==> src/rtl/scale_n_sched.sv <==
// scale_n_sched: round-robin scheduler that time-shares one temporal
// stochastic bit magnifier among NCH request channels.
//
// A granted channel streams WIN samples (one per cycle) from in[out_ch].
// Every G consecutive samples are OR-collapsed into one magnified bit that
// appears on out with a one-cycle out_vld. A short final group is flushed
// at window end. done pulses with the last out_vld and ones reports how many
// magnified bits were 1 (saturating).
//
// Optional feature (define SCALE_SCHED_ZRUN_EN): adds output zrun, the
// longest run of consecutive zero input samples seen in the window.
// Without the macro there is no zrun port and no zero-run logic.

module scale_n_sched #(
  parameter int NCH  = 4,
  parameter int GW   = 16,
  parameter int WINW = 16,
  parameter int CHW  = $clog2(NCH)
) (
  input  logic              clk,
  input  logic              rst_n,
  input  logic [NCH-1:0]    req,
  input  logic [NCH*GW-1:0] g_in,
  input  logic [WINW-1:0]   win,
  input  logic [NCH-1:0]    in,
  output logic [NCH-1:0]    gnt,
  output logic              busy,
  output logic              out,
  output logic              out_vld,
  output logic [CHW-1:0]    out_ch,
  output logic              done,
  output logic [WINW-1:0]   ones
`ifdef SCALE_SCHED_ZRUN_EN
  ,
  output logic [WINW-1:0]   zrun
`endif
);

  localparam logic [0:0] S_IDLE = 1'b0;
  localparam logic [0:0] S_RUN  = 1'b1;

  logic [0:0]      state;
  logic [CHW-1:0]  last;      // most recently granted channel
  logic [GW-1:0]   g_s;       // latched effective gain (never 0)
  logic [WINW-1:0] w_s;       // latched window length
  logic [GW-1:0]   gc;        // sample index within the current group
  logic [WINW-1:0] wc;        // sample index within the window
  logic            acc;       // OR of the samples of the open group
  logic [WINW-1:0] cnt;       // running magnified-ones count of this window

  // Per-channel gain fields split out of the flat bus.
  logic [GW-1:0] g_arr [NCH];

  genvar c;
  generate
    for (c = 0; c < NCH; c++) begin : g_split
      assign g_arr[c] = g_in[c*GW +: GW];
    end
  endgenerate

  // Round-robin arbitration signals.
  logic           sel_found;
  logic [CHW-1:0] sel_ch;
  logic [CHW-1:0] cand;
  logic [NCH-1:0] sel_onehot;
  logic [GW-1:0]  sel_gain;
  logic [GW-1:0]  gain_eff;

  // Datapath signals for the sample being consumed this cycle.
  logic            sample;
  logic            keep;
  logic            last_smp;
  logic            grp_end;
  logic            grp_bit;
  logic [WINW-1:0] cnt_next;
  logic            start_win;
  logic            step;

  // Search upward from last+1 (mod NCH) for the first requesting channel.
  always_comb begin
    // NOTE: every variable gets a default before the loop so no path leaves
    // it unassigned, which would otherwise infer a latch.
    sel_found = 1'b0;
    sel_ch    = '0;
    cand      = last;
    for (int i = 0; i < NCH; i++) begin
      cand = (cand == CHW'(NCH - 1)) ? '0 : cand + 1'b1;
      if (!sel_found && req[cand]) begin
        sel_found = 1'b1;
        sel_ch    = cand;
      end
    end
  end

  // Grant vector and effective gain of the winning channel (gain 0 acts as 1).
  always_comb begin
    sel_onehot = NCH'(1) << sel_ch;
    sel_gain   = g_arr[sel_ch];
    gain_eff   = (sel_gain == '0) ? GW'(1) : sel_gain;
  end

  // Group / window bookkeeping for the current RUN sample.
  always_comb begin
    sample    = in[out_ch];
    keep      = req[out_ch];
    last_smp  = (wc == w_s - 1'b1);
    grp_end   = (gc == g_s - 1'b1) || last_smp;
    grp_bit   = acc | sample;
    cnt_next  = (grp_bit && (cnt != '1)) ? cnt + 1'b1 : cnt;
    start_win = (state == S_IDLE) && sel_found;
    step      = (state == S_RUN) && keep;
  end

  // Scheduler FSM, magnifier datapath and registered outputs.
  always_ff @(posedge clk) begin
    // NOTE: all state here uses non-blocking assignments so every register
    // samples the pre-edge values regardless of statement order.
    if (!rst_n) begin
      state   <= S_IDLE;
      last    <= CHW'(NCH - 1);
      out_ch  <= '0;
      gnt     <= '0;
      busy    <= 1'b0;
      out     <= 1'b0;
      out_vld <= 1'b0;
      done    <= 1'b0;
      ones    <= '0;
      g_s     <= GW'(1);
      w_s     <= '0;
      gc      <= '0;
      wc      <= '0;
      acc     <= 1'b0;
      cnt     <= '0;
    end else begin
      out     <= 1'b0;
      out_vld <= 1'b0;
      done    <= 1'b0;

      if (start_win) begin
        out_ch <= sel_ch;
        last   <= sel_ch;
        g_s    <= gain_eff;
        w_s    <= win;
        gc     <= '0;
        wc     <= '0;
        acc    <= 1'b0;
        cnt    <= '0;
        if (win == '0) begin
          // Empty window: report completion straight away, never grant.
          done <= 1'b1;
          ones <= '0;
        end else begin
          gnt   <= sel_onehot;
          busy  <= 1'b1;
          state <= S_RUN;
        end
      end else if (state == S_RUN) begin
        if (!keep) begin
          // Requester withdrew: drop the window and the open partial group.
          gnt   <= '0;
          busy  <= 1'b0;
          state <= S_IDLE;
        end else begin
          wc <= wc + 1'b1;
          if (grp_end) begin
            out     <= grp_bit;
            out_vld <= 1'b1;
            cnt     <= cnt_next;
            acc     <= 1'b0;
            gc      <= '0;
          end else begin
            acc <= grp_bit;
            gc  <= gc + 1'b1;
          end
          if (last_smp) begin
            done  <= 1'b1;
            ones  <= cnt_next;
            gnt   <= '0;
            busy  <= 1'b0;
            state <= S_IDLE;
          end
        end
      end
    end
  end

`ifdef SCALE_SCHED_ZRUN_EN
  logic [WINW-1:0] zcur;      // length of the zero run ending at the last sample
  logic [WINW-1:0] zmax;      // longest zero run so far in this window
  logic [WINW-1:0] zcur_next;
  logic [WINW-1:0] zmax_next;

  // Extend or break the current zero run with this cycle's sample.
  always_comb begin
    zcur_next = sample ? '0 : zcur + 1'b1;
    zmax_next = (zcur_next > zmax) ? zcur_next : zmax;
  end

  // Zero-run tracking; zrun is published only at window completion.
  always_ff @(posedge clk) begin
    if (!rst_n) begin
      zcur <= '0;
      zmax <= '0;
      zrun <= '0;
    end else if (start_win) begin
      zcur <= '0;
      zmax <= '0;
      if (win == '0) begin
        zrun <= '0;
      end
    end else if (step) begin
      zcur <= zcur_next;
      zmax <= zmax_next;
      if (last_smp) begin
        zrun <= zmax_next;
      end
    end
  end
`endif

endmodule

==> config.mk <==
export PLATFORM = sky130hd
export DESIGN_NAME = scale_n_sched
export DESIGN_NICKNAME = d
export VERILOG_FILES = /design/src/rtl/scale_n_sched.sv
export SDC_FILE = /design/constraint.sdc
export NUM_CORES = 1
export LEC_CHECK = 0
export BUFFER_PORTS_ARGS = -buffer_cell sky130_fd_sc_hd__buf_2
export CAP_MARGIN = 25
export CELL_PAD_IN_SITES_DETAIL_PLACEMENT = 0
export CELL_PAD_IN_SITES_GLOBAL_PLACEMENT = 1
export CORE_MARGIN = 1
export CORE_UTILIZATION = 45
export CTS_CLUSTER_DIAMETER = 40
export DETAILED_ROUTE_END_ITERATION = 8
export PLACE_DENSITY = 0.86
export SLEW_MARGIN = 10
export SYNTH_ARGS = -nofsm -noshare
export SYNTH_HDL_FRONTEND = slang
export SYNTH_SLANG_ARGS = --single-unit
==> constraint.sdc <==
create_clock -name clk -period 6.8 [get_ports clk]
set_input_delay 0.34 -clock clk [delete_from_list [all_inputs] [get_ports clk]]
set_output_delay 0.34 -clock clk [all_outputs]
set_load 0.02 [all_outputs]
==> reports/qor.json, run 1 <==
{
  "outcome": {"value": "finished, final reports clean"},
  "total_met3_wirelength_after_detailed_routing": {"value": 693, "unit": "um"},
  "reg2reg_slack": {"value": 2.63, "unit": "ns"},
  "firstDrtPassIters": {"value": 5},
  "postSynth.asyncResetShare": {"value": 0},
  "netSwitchingPower": {"value": 549, "unit": "uW"},
  "timing_worst_setup_path_type": {"value": "flip-flop to flip-flop"},
  "largest_net_degree_at_the_start_of_global_routing": {"value": 47},
  "setup_crit_start_kind": {"value": "flip-flop"},
  "layout_cell_share_with_drive_strength_beyond_1": {"value": 0.177},
  "seqCellArea": {"value": 2200, "unit": "um^2"},
  "antenna-diode-count": {"value": 0},
  "worst_slew_margin_rel": {"value": 0.276},
  "initial_core_util": {"value": 0.462},
  "p_leak": {"value": 0.00296, "unit": "uW"},
  "setup_violations": {"value": 0},
  "grt_first_pass_wirelength": {"value": 27.9, "unit": "mm"},
  "synth_seq_cells": {"value": 110},
  "power.share.switching": {"value": 0.320},
  "worstHoldStart": {"value": "win[8]"},
  "min_delay_path_depth": {"value": 3},
  "viasPerCell": {"value": 5.52},
  "power.share.sequential": {"value": 0.419},
  "number_of_rows_in_the_core_area": {"value": 43},
  "root_buffer": {"value": "clkbuf_16"},
  "detail_route.drc_violations": {"value": 0},
  "postSynthCellCount": {"value": 788},
  "syn_area": {"value": 6410, "unit": "um^2"},
  "detail_route.wirelength.met1": {"value": 7.81, "unit": "mm"},
  "num_vias": {"value": 5868},
  "totalWireLength": {"value": 16.8, "unit": "mm"},
  "cts.sink_count": {"value": 110},
  "cell_internal_pwr": {"value": 1170, "unit": "uW"},
  "final_cycle_utilization_of_the_critical_path": {"value": 0.613},
  "io_pins": {"value": 116},
  "drv_slew": {"value": 0},
  "design.core.area": {"value": 13900, "unit": "um^2"},
  "main_synth_ff_type": {"value": "dfxtp_1"},
  "timing.final.crit_period": {"value": 4.17, "unit": "ns"},
  "resized_cells_post_cts": {"value": 0},
  "hold_path_class": {"value": "input pin to flip-flop"},
  "cts.repair_timing.setup_buffer_count": {"value": 0},
  "power_frac_clock": {"value": 0.321},
  "clock_latency": {"value": 0.36, "unit": "ns"},
  "clock_tree.htree_level_count": {"value": 3},
  "clkSlewWorstSetupHoldPaths": {"value": 0.08, "unit": "ns"},
  "worst_ep_required_time": {"value": 7.07, "unit": "ns"},
  "die_height": {"value": 121, "unit": "um"},
  "total_nets_after_synthesis": {"value": 884},
  "fp.dieW": {"value": 121, "unit": "um"},
  "synth_enable_flop_cells": {"value": 0},
  "grt_remaining_overflow": {"value": 0},
  "timing.critical_path.fanout_max": {"value": 29},
  "drt-wirelength-per-cell": {"value": 15.8, "unit": "um"},
  "ys_warn_count": {"value": 0},
  "area_taken_by_multi_input_logic_gates": {"value": 4000, "unit": "um^2"},
  "timing.reg2reg.worst_path_depth": {"value": 10},
  "arr_time_crit_path": {"value": 4.44, "unit": "ns"},
  "cp-end-kind": {"value": "flip-flop"},
  "power_per_cell_area": {"value": 231, "unit": "nW/um^2"},
  "rr_startpoint": {"value": "w_s[0]"},
  "worst_r2r_endpoint": {"value": "cnt[11]"},
  "filler_cell_count": {"value": 1323},
  "postRouteAntennaNets": {"value": 0},
  "final_util": {"value": 0.534},
  "drv.max_cap_violation_count": {"value": 0},
  "tritoncts": {"value": "yes"},
  "layout.nets": {"value": 974},
  "design.die.area": {"value": 14700, "unit": "um^2"},
  "combinationalPowerShare": {"value": 0.260},
  "synth_sequential_area_ratio": {"value": 0.343},
  "vdd.ir_drop.worst": {"value": 143, "unit": "uV"},
  "setup_repair_after_global_routing_missed_its_margin": {"value": "no"},
  "synth_area_per_cell": {"value": 8.14, "unit": "um^2"},
  "via_count_of_the_first_global_routing_pass": {"value": 5593},
  "gpl.final_weighted_congestion": {"value": 0.847},
  "dp.final_hpwl": {"value": 12.7, "unit": "mm"},
  "tightest_slew": {"value": 1.09, "unit": "ns"},
  "amount_of_wire_on_met2_after_detailed_routing": {"value": 7.92, "unit": "mm"},
  "finalClockSkew": {"value": 0.00699, "unit": "ns"},
  "postCtsHoldBufs": {"value": 0},
  "totalNegativeSetupSlack": {"value": 0, "unit": "ns"},
  "syn2layout_area_growth": {"value": 15.6, "unit": "%"},
  "grt_use_total": {"value": 0.242},
  "top_layer_used": {"value": "met4"},
  "initial_antenna_violation_count": {"value": 0},
  "number_of_i_o_port_buffers": {"value": 115},
  "hold_violations": {"value": 0},
  "drt_iter0_markers": {"value": 459},
  "hold_path_end": {"value": "w_s[8]"},
  "cts.path.max_buffers": {"value": 2},
  "max_clock_freq": {"value": 240, "unit": "MHz"},
  "number_of_cts_inserted_buffers": {"value": 9},
  "netlist-cell-type-count": {"value": 63}
}
-- metal layers --
metal  up-vias  track usage
met1      2695        0.316
met2       172        0.399
met4         0        0.106
met5         -            0
li1       2974            -
met3        27       0.0320
-- cells in the final DEF, fill, tap and decap left out, types with 3 or more instances in the layout --
master	instances
nand4_1	27
or3_1	10
clkbuf_16	9
a21o_1	5
nand2b_1	5
ha_1	6
a211o_1	3
mux2_2	3
nor3_1	15
nor3b_1	4
nor4_1	11
xnor2_1	34
mux2i_1	56
inv_1	10
a31oi_1	3
nand3b_1	3
and2_1	7
and3b_1	3
dfxtp_1	110
nor2b_1	6
xor2_1	48
buf_2	115
nand2_1	130
nand4b_1	4
o21ai_0	35
buf_4	5
nand3_1	31
a21oi_1	50
and4_1	6
o211ai_1	9
and3_1	11
or4_1	7
nor2_1	54
-- cell usage after synthesis, types with 10 or more instances --
| master | count | area [um^2] |
|---|---|---|
| nand2_1 | 130 | 488 |
| xnor2_1 | 34 | 298 |
| nand3_1 | 31 | 155 |
| clkbuf_1 | 29 | 109 |
| nand4_1 | 27 | 169 |
| o21ai_0 | 35 | 175 |
| nor2_1 | 54 | 203 |
| or3_1 | 10 | 62.6 |
| a21oi_1 | 51 | 255 |
| xor2_1 | 48 | 420 |
| nor4_1 | 11 | 68.8 |
| and3_1 | 11 | 68.8 |
| nor3_1 | 15 | 75.1 |
| dfxtp_1 | 110 | 2200 |
| inv_1 | 10 | 37.5 |
| mux2i_1 | 56 | 561 |
-- worst max path at each step --
stage | endpoint | cells past startpoint | slack (ns) | start
detailed placement | cnt[13] | 10 | 2.59 | w_s[0]
floorplan | gc[10] | 13 | 3.77 | w_s[0]
global route | cnt[11] | 10 | 2.19 | w_s[0]
global placement | cnt[11] | 10 | 2.87 | w_s[0]
finish | cnt[11] | 10 | 2.63 | w_s[0]
CTS | cnt[13] | 10 | 2.60 | w_s[0]
-- per-stage QoR --
stage	hold slack, ns	instances	power [uW]	area, um^2	worst slack [ns]
after global routing	0.238	1063	1810	7420	2.19
after detailed placement	0.437	1045	1170	7080	2.59
after CTS	0.220	1061	1720	7390	2.60
final	0.231	1063	1710	7420	2.63
after global placement	0.429	1044	1160	7070	2.87
after floorplan	0.437	788	1050	6410	3.77
-- kinds of logic after synthesis --
| logic type | synth area share |
|---|---|
| adder cells (fa/ha/maj) | 0.0117 |
| XOR/XNOR | 0.115 |
| flip-flops | 0.343 |
| multiplexers | 0.0997 |
| AO/OA/AOI/OAI | 0.124 |
| buffers and inverters | 0.0345 |
| AND/OR/NAND/NOR | 0.271 |
-- registers in the layout, indices dropped and copies added, names as in the netlist, 4 cells and up --
register / count
gc: 16
cnt: 16
ones: 16
g_s: 16
w_s: 16
wc: 16
gnt: 4
-- power groups by stage --
stage	clock (uW)	sequential (uW)	combinational (uW)
global route	585	723	498
floorplan	0	722	330
finish	550	718	446
global placement	0	731	427
CTS	563	717	441
detailed placement	0	733	439
-- layout make-up --
class	count	share of cell area
inverter	11	0.00557
clock inverter	6	0.00945
tap	180	0.0304
timing repair buffer	122	0.0867
multi-input combinational	624	0.539
sequential	110	0.297
clock buffer	10	0.0322
-- critical path: stages, from the launching register on --
cell and delay (ns):
dfxtp_1 0.40, inv_1 0.09, ha_1 0.29, nor3b_2 0.50
nand2_1 0.17, o2111a_1 0.28, o31ai_1 0.38, a2111oi_4 0.11
a22oi_2 0.92, nand2_1 0.64, o21ai_0 0.31
(Power assumes the default switching activity.)
==> run 2: changes to the inputs <==
- CORE_UTILIZATION: 45 -> 42
- PLACE_DENSITY: 0.86 -> 0.81
- clock period: 6.8 -> 4.4 ns (I/O delays scaled with it)
==> reports/qor.json, run 2 (synthesized netlist as in run 1, its figures left out) <==
{
  "outcome": {"value": "complete, but fails checks"},
  "violations": {"value": "design-rule violations"},
  "crit_path_start": {"value": "w_s[0]"},
  "antenna-diode-count": {"value": 0, "change": "unchanged"},
  "totalWireLength": {"value": 17.0, "unit": "mm", "change": "+1.2%"},
  "design.die.area": {"value": 15800, "unit": "um^2", "change": "+7.0%"},
  "most-common-layout-cells": {"value": "nand2_1 (130), buf_2 (115), dfxtp_1 (110)"},
  "drt-wirelength-per-cell": {"value": 15.9, "unit": "um", "change": "+0.63%"},
  "layout.nets": {"value": 976, "change": "+0.21%"},
  "clock_tree.htree_level_count": {"value": 3, "change": "unchanged"},
  "final_cycle_utilization_of_the_critical_path": {"value": 0.872, "change": "+0.259"},
  "num_vias": {"value": 5910, "change": "+0.72%"},
  "grt_first_pass_wirelength": {"value": 27.5, "unit": "mm", "change": "-1.5%"},
  "drt_iter0_markers": {"value": 380, "change": "-17%"},
  "dp.final_hpwl": {"value": 12.8, "unit": "mm", "change": "+0.67%"},
  "totalNegativeSetupSlack": {"value": 0, "unit": "ns", "change": "unchanged"},
  "timing.final.crit_period": {"value": 3.84, "unit": "ns", "change": "-0.332 ns"},
  "tightest_slew": {"value": 1.09, "unit": "ns", "change": "+0.00228 ns"},
  "firstDrtPassIters": {"value": 7, "change": "+2"},
  "detail_route.drc_violations": {"value": 3, "change": "+3"},
  "worstHoldStart": {"value": "win[14]"},
  "layout.cells.most_common": {"value": "nand2_1"},
  "rr_startpoint": {"value": "w_s[0]"},
  "fp.dieW": {"value": 126, "unit": "um", "change": "+3.5%"},
  "worst_slew_margin_rel": {"value": 0.274, "change": "-0.00152"},
  "clkSlewWorstSetupHoldPaths": {"value": 0.07, "unit": "ns", "change": "about the same"},
  "finalClockSkew": {"value": 0.00874, "unit": "ns", "change": "+0.00174 ns"},
  "arr_time_crit_path": {"value": 4.13, "unit": "ns", "change": "-0.31 ns"},
  "grt_remaining_overflow": {"value": 0, "change": "unchanged"},
  "root_buffer": {"value": "clkbuf_16"},
  "worst_ep_required_time": {"value": 4.70, "unit": "ns", "change": "-2.37 ns"},
  "postLayoutSetupSlackWorst": {"value": 0.564, "unit": "ns", "change": "-2.07 ns"},
  "drv_slew": {"value": 0, "change": "unchanged"},
  "io_pins": {"value": 116, "change": "unchanged"},
  "vdd.ir_drop.worst": {"value": 213, "unit": "uV", "change": "+49%"},
  "drv.max_cap_violation_count": {"value": 0, "change": "unchanged"},
  "initial_antenna_violation_count": {"value": 0, "change": "unchanged"},
  "tritoncts": {"value": "yes"},
  "clock_latency": {"value": 0.36, "unit": "ns", "change": "about the same"},
  "gpl.final_weighted_congestion": {"value": 0.874, "change": "+3.1%"},
  "cts.repair_timing.setup_buffer_count": {"value": 0, "change": "unchanged"},
  "cts.path.max_buffers": {"value": 2, "change": "unchanged"},
  "postRouteAntennaNets": {"value": 0, "change": "unchanged"},
  "initial_core_util": {"value": 0.436, "change": "-0.0257"},
  "place_ws": {"value": 0.581, "unit": "ns", "change": "-2.01 ns"},
  "number_of_i_o_port_buffers": {"value": 115, "change": "unchanged"},
  "grt_use_total": {"value": 0.219, "change": "-0.0231"},
  "number_of_rows_in_the_core_area": {"value": 44, "change": "+2.3%"},
  "largest_net_degree_at_the_start_of_global_routing": {"value": 47, "change": "unchanged"},
  "design.core.area": {"value": 14700, "unit": "um^2", "change": "+5.9%"},
  "viasPerCell": {"value": 5.53, "change": "+0.15%"},
  "setup_violations": {"value": 0, "change": "unchanged"},
  "syn2layout_area_growth": {"value": 16.1, "unit": "%"},
  "setup_crit_start_kind": {"value": "flip-flop"},
  "resized_cells_post_cts": {"value": 0, "change": "unchanged"},
  "die_height": {"value": 126, "unit": "um", "change": "+3.5%"},
  "hold_violations": {"value": 0, "change": "unchanged"},
  "power_per_cell_area": {"value": 364, "unit": "nW/um^2", "change": "+58%"},
  "cp-end-kind": {"value": "flip-flop"},
  "layout_cell_share_with_drive_strength_beyond_1": {"value": 0.177, "change": "+0.000731"},
  "via_count_of_the_first_global_routing_pass": {"value": 5638, "change": "+0.80%"},
  "max_clock_freq": {"value": 261, "unit": "MHz", "change": "+8.7%"},
  "filler_cell_count": {"value": 1410, "change": "+6.6%"},
  "timing.critical_path.fanout_max": {"value": 29, "change": "unchanged"},
  "cts.sink_count": {"value": 110, "change": "unchanged"},
  "hold_path_class": {"value": "input pin to flip-flop"},
  "number_of_cts_inserted_buffers": {"value": 9, "change": "unchanged"},
  "postCtsHoldBufs": {"value": 0, "change": "unchanged"},
  "setup_repair_after_global_routing_missed_its_margin": {"value": "no"},
  "timing_worst_setup_path_type": {"value": "flip-flop to flip-flop"},
  "p_leak": {"value": 0.00298, "unit": "uW", "change": "+0.52%"}
}
==> run 2: stage by stage <==
step	power [uW]	hold WS [ns]	cell area, um^2	util	std cells
6_report	2710	0.105	7440	0.506	1069
5_1_grt	2840	0.133	7440	0.506	1069
4_1_cts	2730	0.0962	7440	0.506	1069
3_5_place_dp	1830	0.438	7120	0.484	1053
3_3_place_gp	1810	0.434	7120	0.484	1053
2_1_floorplan	1630	0.356	6410	-	788
==> run 2: path summary, 6_finish.rpt <==
kind,endpoint,slack (ns),cells after the start
min,w_s[14],0.10,3
max reg2reg,gc[7],0.56,11
min reg2reg,ones[3],0.45,2
max,gc[7],0.56,11
==> run 2: per-layer routing <==
layer	vias up	share of wire	GRT usage
met5	-	0	0
met3	23	0.042	0.0359
met2	174	0.49	0.389
li1	2971	-	-
met4	0	0.019	0.0803
met1	2742	0.45	0.266
==> run 2: final cells by class <==
class	instances	area [um^2]	area share
inverter	11	41.3	0.00555
clock inverter	5	81.3	0.0109
multi-input combinational	624	4000	0.538
timing repair buffer	124	643	0.0864
tap	184	230	0.0309
clock buffer	11	243	0.0326
sequential	110	2200	0.296
==> run 2: critical path, stage by stage (launching register included) <==
cell	delay, ns
dfxtp_1	0.40
inv_1	0.09
ha_1	0.30
nor3b_2	0.51
nand2_1	0.18
o2111a_1	0.27
o31ai_1	0.36
a2111oi_4	0.11
a22oi_2	0.92
nand2_1	0.22
buf_4	0.26
nor2_1	0.14
==> run 2: where the power goes <==
group	switching (uW)	internal [uW]
Clock	387	516
Sequential	65.8	1040
Combinational	399	301
==> run 3: changes to the inputs <==
- GPL_TIMING_DRIVEN: default -> 0
==> reports/qor.json, run 3 (synthesized netlist as in run 1, its figures left out) <==
{
  "outcome": {"value": "complete, but fails checks"},
  "violations": {"value": "design-rule violations"},
  "initial_antenna_violation_count": {"value": 0, "change": "unchanged"},
  "number_of_i_o_port_buffers": {"value": 114, "change": "-0.87%"},
  "cp-end-kind": {"value": "flip-flop"},
  "filler_cell_count": {"value": 1518, "change": "+7.7%"},
  "hold_violations": {"value": 0, "change": "unchanged"},
  "timing.critical_path.fanout_max": {"value": 10, "change": "-66%"},
  "number_of_rows_in_the_core_area": {"value": 44, "change": "unchanged"},
  "final_design_area_no_fill": {"value": 7500, "unit": "um^2", "change": "+0.82%"},
  "num_vias": {"value": 5991, "change": "+1.4%"},
  "setup_repair_after_global_routing_missed_its_margin": {"value": "no"},
  "grt_use_total": {"value": 0.228, "change": "+0.00837"},
  "timing.final.crit_period": {"value": 3.90, "unit": "ns", "change": "+0.0600 ns"},
  "initial_core_util": {"value": 0.436, "change": "unchanged"},
  "worst_ep_required_time": {"value": 4.65, "unit": "ns", "change": "-0.05 ns"},
  "clkSlewWorstSetupHoldPaths": {"value": 0.07, "unit": "ns", "change": "about the same"},
  "antenna-diode-count": {"value": 0, "change": "unchanged"},
  "dpl-instance-area": {"value": 7210, "unit": "um^2", "change": "+1.3%"},
  "fp.dieW": {"value": 126, "unit": "um", "change": "unchanged"},
  "largest_net_degree_at_the_start_of_global_routing": {"value": 19, "change": "-60%"},
  "die_height": {"value": 126, "unit": "um", "change": "unchanged"},
  "firstDrtPassIters": {"value": 6, "change": "-1"},
  "postLayoutSetupSlackWorst": {"value": 0.504, "unit": "ns", "change": "-0.0600 ns"},
  "io_pins": {"value": 116, "change": "unchanged"},
  "worst_slew_margin_rel": {"value": 0.510, "change": "+0.236"},
  "max_clock_freq": {"value": 257, "unit": "MHz", "change": "-1.5%"},
  "critPathBufInv": {"value": 4, "change": "+2"},
  "power_per_cell_area": {"value": 348, "unit": "nW/um^2", "change": "-4.6%"},
  "totalNegativeSetupSlack": {"value": 0, "unit": "ns", "change": "unchanged"},
  "design.die.area": {"value": 15800, "unit": "um^2", "change": "unchanged"},
  "totalWireLength": {"value": 17.6, "unit": "mm", "change": "+3.3%"},
  "via_count_of_the_first_global_routing_pass": {"value": 5615, "change": "-0.41%"},
  "design.core.area": {"value": 14700, "unit": "um^2", "change": "unchanged"},
  "postRouteAntennaNets": {"value": 0, "change": "unchanged"},
  "setup_crit_start_kind": {"value": "flip-flop"},
  "drt-wirelength-per-cell": {"value": 16.0, "unit": "um", "change": "+0.13%"},
  "hold_path_class": {"value": "input pin to flip-flop"},
  "arr_time_crit_path": {"value": 4.14, "unit": "ns", "change": "about the same"},
  "viasPerCell": {"value": 5.43, "change": "-1.8%"},
  "place_ws": {"value": 0.529, "unit": "ns", "change": "-0.0514 ns"},
  "number_of_cts_inserted_buffers": {"value": 9, "change": "unchanged"},
  "slowest_delay": {"value": 0.59, "unit": "ns", "change": "-0.33 ns"},
  "layout.cells.most_common": {"value": "nand2_1"},
  "critical_path.cell_chain": {"value": "buf_6 -> inv_1 -> ha_1 -> nor3b_2 -> a31oi_1 -> or4_4 -> a2111oi_4 -> a22oi_2 -> buf_2 -> nand2_1 -> buf_2 -> nor2_1"},
  "final_util": {"value": 0.511, "change": "+0.00417"},
  "cts.repair_timing.setup_buffer_count": {"value": 0, "change": "unchanged"},
  "grt_remaining_overflow": {"value": 0, "change": "unchanged"},
  "timing_worst_setup_path_type": {"value": "flip-flop to flip-flop"},
  "critical_path.most_common_cell": {"value": "buf_2"},
  "layout.nets": {"value": 1010, "change": "+3.5%"},
  "final_cycle_utilization_of_the_critical_path": {"value": 0.886, "change": "+0.0136"},
  "postCtsHoldBufs": {"value": 0, "change": "unchanged"},
  "detail_route.drc_violations": {"value": 3, "change": "unchanged"},
  "syn2layout_area_growth": {"value": 17.0, "unit": "%"},
  "grt_first_pass_wirelength": {"value": 28.2, "unit": "mm", "change": "+2.3%"},
  "vdd.ir_drop.worst": {"value": 189, "unit": "uV", "change": "-11%"},
  "finalClockSkew": {"value": 0.00460, "unit": "ns", "change": "-0.00414 ns"},
  "setup_violations": {"value": 0, "change": "unchanged"},
  "clock_latency": {"value": 0.36, "unit": "ns", "change": "about the same"},
  "most-common-layout-cells": {"value": "nand2_1 (130), buf_2 (117), dfxtp_1 (110)"},
  "drv.max_cap_violation_count": {"value": 0, "change": "unchanged"},
  "dp.final_hpwl": {"value": 13.9, "unit": "mm", "change": "+8.2%"},
  "drt_iter0_markers": {"value": 394, "change": "+3.7%"},
  "p_leak": {"value": 0.00298, "unit": "uW", "change": "+0.21%"},
  "cts.sink_count": {"value": 110, "change": "unchanged"},
  "layout_cell_share_with_drive_strength_beyond_1": {"value": 0.165, "change": "-0.0120"},
  "slowest_stage": {"value": "or4_4"},
  "root_buffer": {"value": "clkbuf_16"},
  "hold-worst-slack": {"value": 0.107, "unit": "ns", "change": "+0.00184 ns"},
  "critPathTopFamily": {"value": "simple AND/OR/NAND/NOR gates"},
  "clock_tree.htree_level_count": {"value": 3, "change": "unchanged"},
  "gpl.final_weighted_congestion": {"value": 0.845, "change": "-3.3%"},
  "tritoncts": {"value": "yes"},
  "tightest_slew": {"value": 0.730, "unit": "ns", "change": "-0.359 ns"},
  "cts.path.max_buffers": {"value": 2, "change": "unchanged"},
  "drv_slew": {"value": 0, "change": "unchanged"},
  "resized_cells_post_cts": {"value": 0, "change": "unchanged"}
}
==> run 3: cell count changes in the layout (fill, tap and decap cells not counted), sizes merged <==
cell,before,now
buf,124,128
bufinv,2,0
clkbuf,11,40
clkinv,1,4
==> run 3: report_power, final <==
group	switching, uW	internal, uW	leakage (uW)	total, uW
Combinational	412	298	0.00195	710
Clock	395	404	0.000140	800
Sequential	57.2	1040	0.000895	1100
Total	865	1740	0.00298	2610
==> run 3: path summary, 6_finish.rpt <==
path,from,endpoint,slack (ns),cells past startpoint
hold reg to reg,ones[4],ones[4],0.45,2
hold / removal,win[1],w_s[1],0.11,3
setup / recovery,w_s[0],gc[4],0.50,12
setup reg to reg,w_s[0],gc[4],0.50,12
==> run 3: worst reg2reg max path, delay by kind of cell (launching register included) <==
family / cells / cell delay [ns]
buffers and inverters: 4 / 0.70
AND/OR/NAND/NOR: 4 / 1.52
AO/OA/AOI/OAI: 3 / 0.93
flip-flops: 1 / 0.31
adder cells (fa/ha/maj): 1 / 0.30
==> run 3: layer usage <==
layer	vias up	share of wire	global-route usage
met2	154	0.48	0.393
met4	0	0.018	0.0717
met1	2761	0.46	0.288
met5	-	0	0
li1	3050	-	-
met3	26	0.043	0.0385
==> run 3: metrics by stage <==
stage / power, uW / std cells
finish: 2610 / 1103
global placement: 1830 / 1086
floorplan: 1630 / 788
global route: 2760 / 1103
CTS: 2630 / 1102
detailed placement: 1830 / 1086
==> run 3: cell type report <==
type,count,area [um^2],area share
Inverter,11,41.3,0.00550
Clock buffer,10,239,0.0318
Clock inverter,6,46.3,0.00617
Sequential cell,110,2200,0.293
Tap cell,184,230,0.0307
Timing Repair Buffer,115,576,0.0767
Buffer,43,180,0.0240
Multi-Input combinational cell,624,3990,0.532
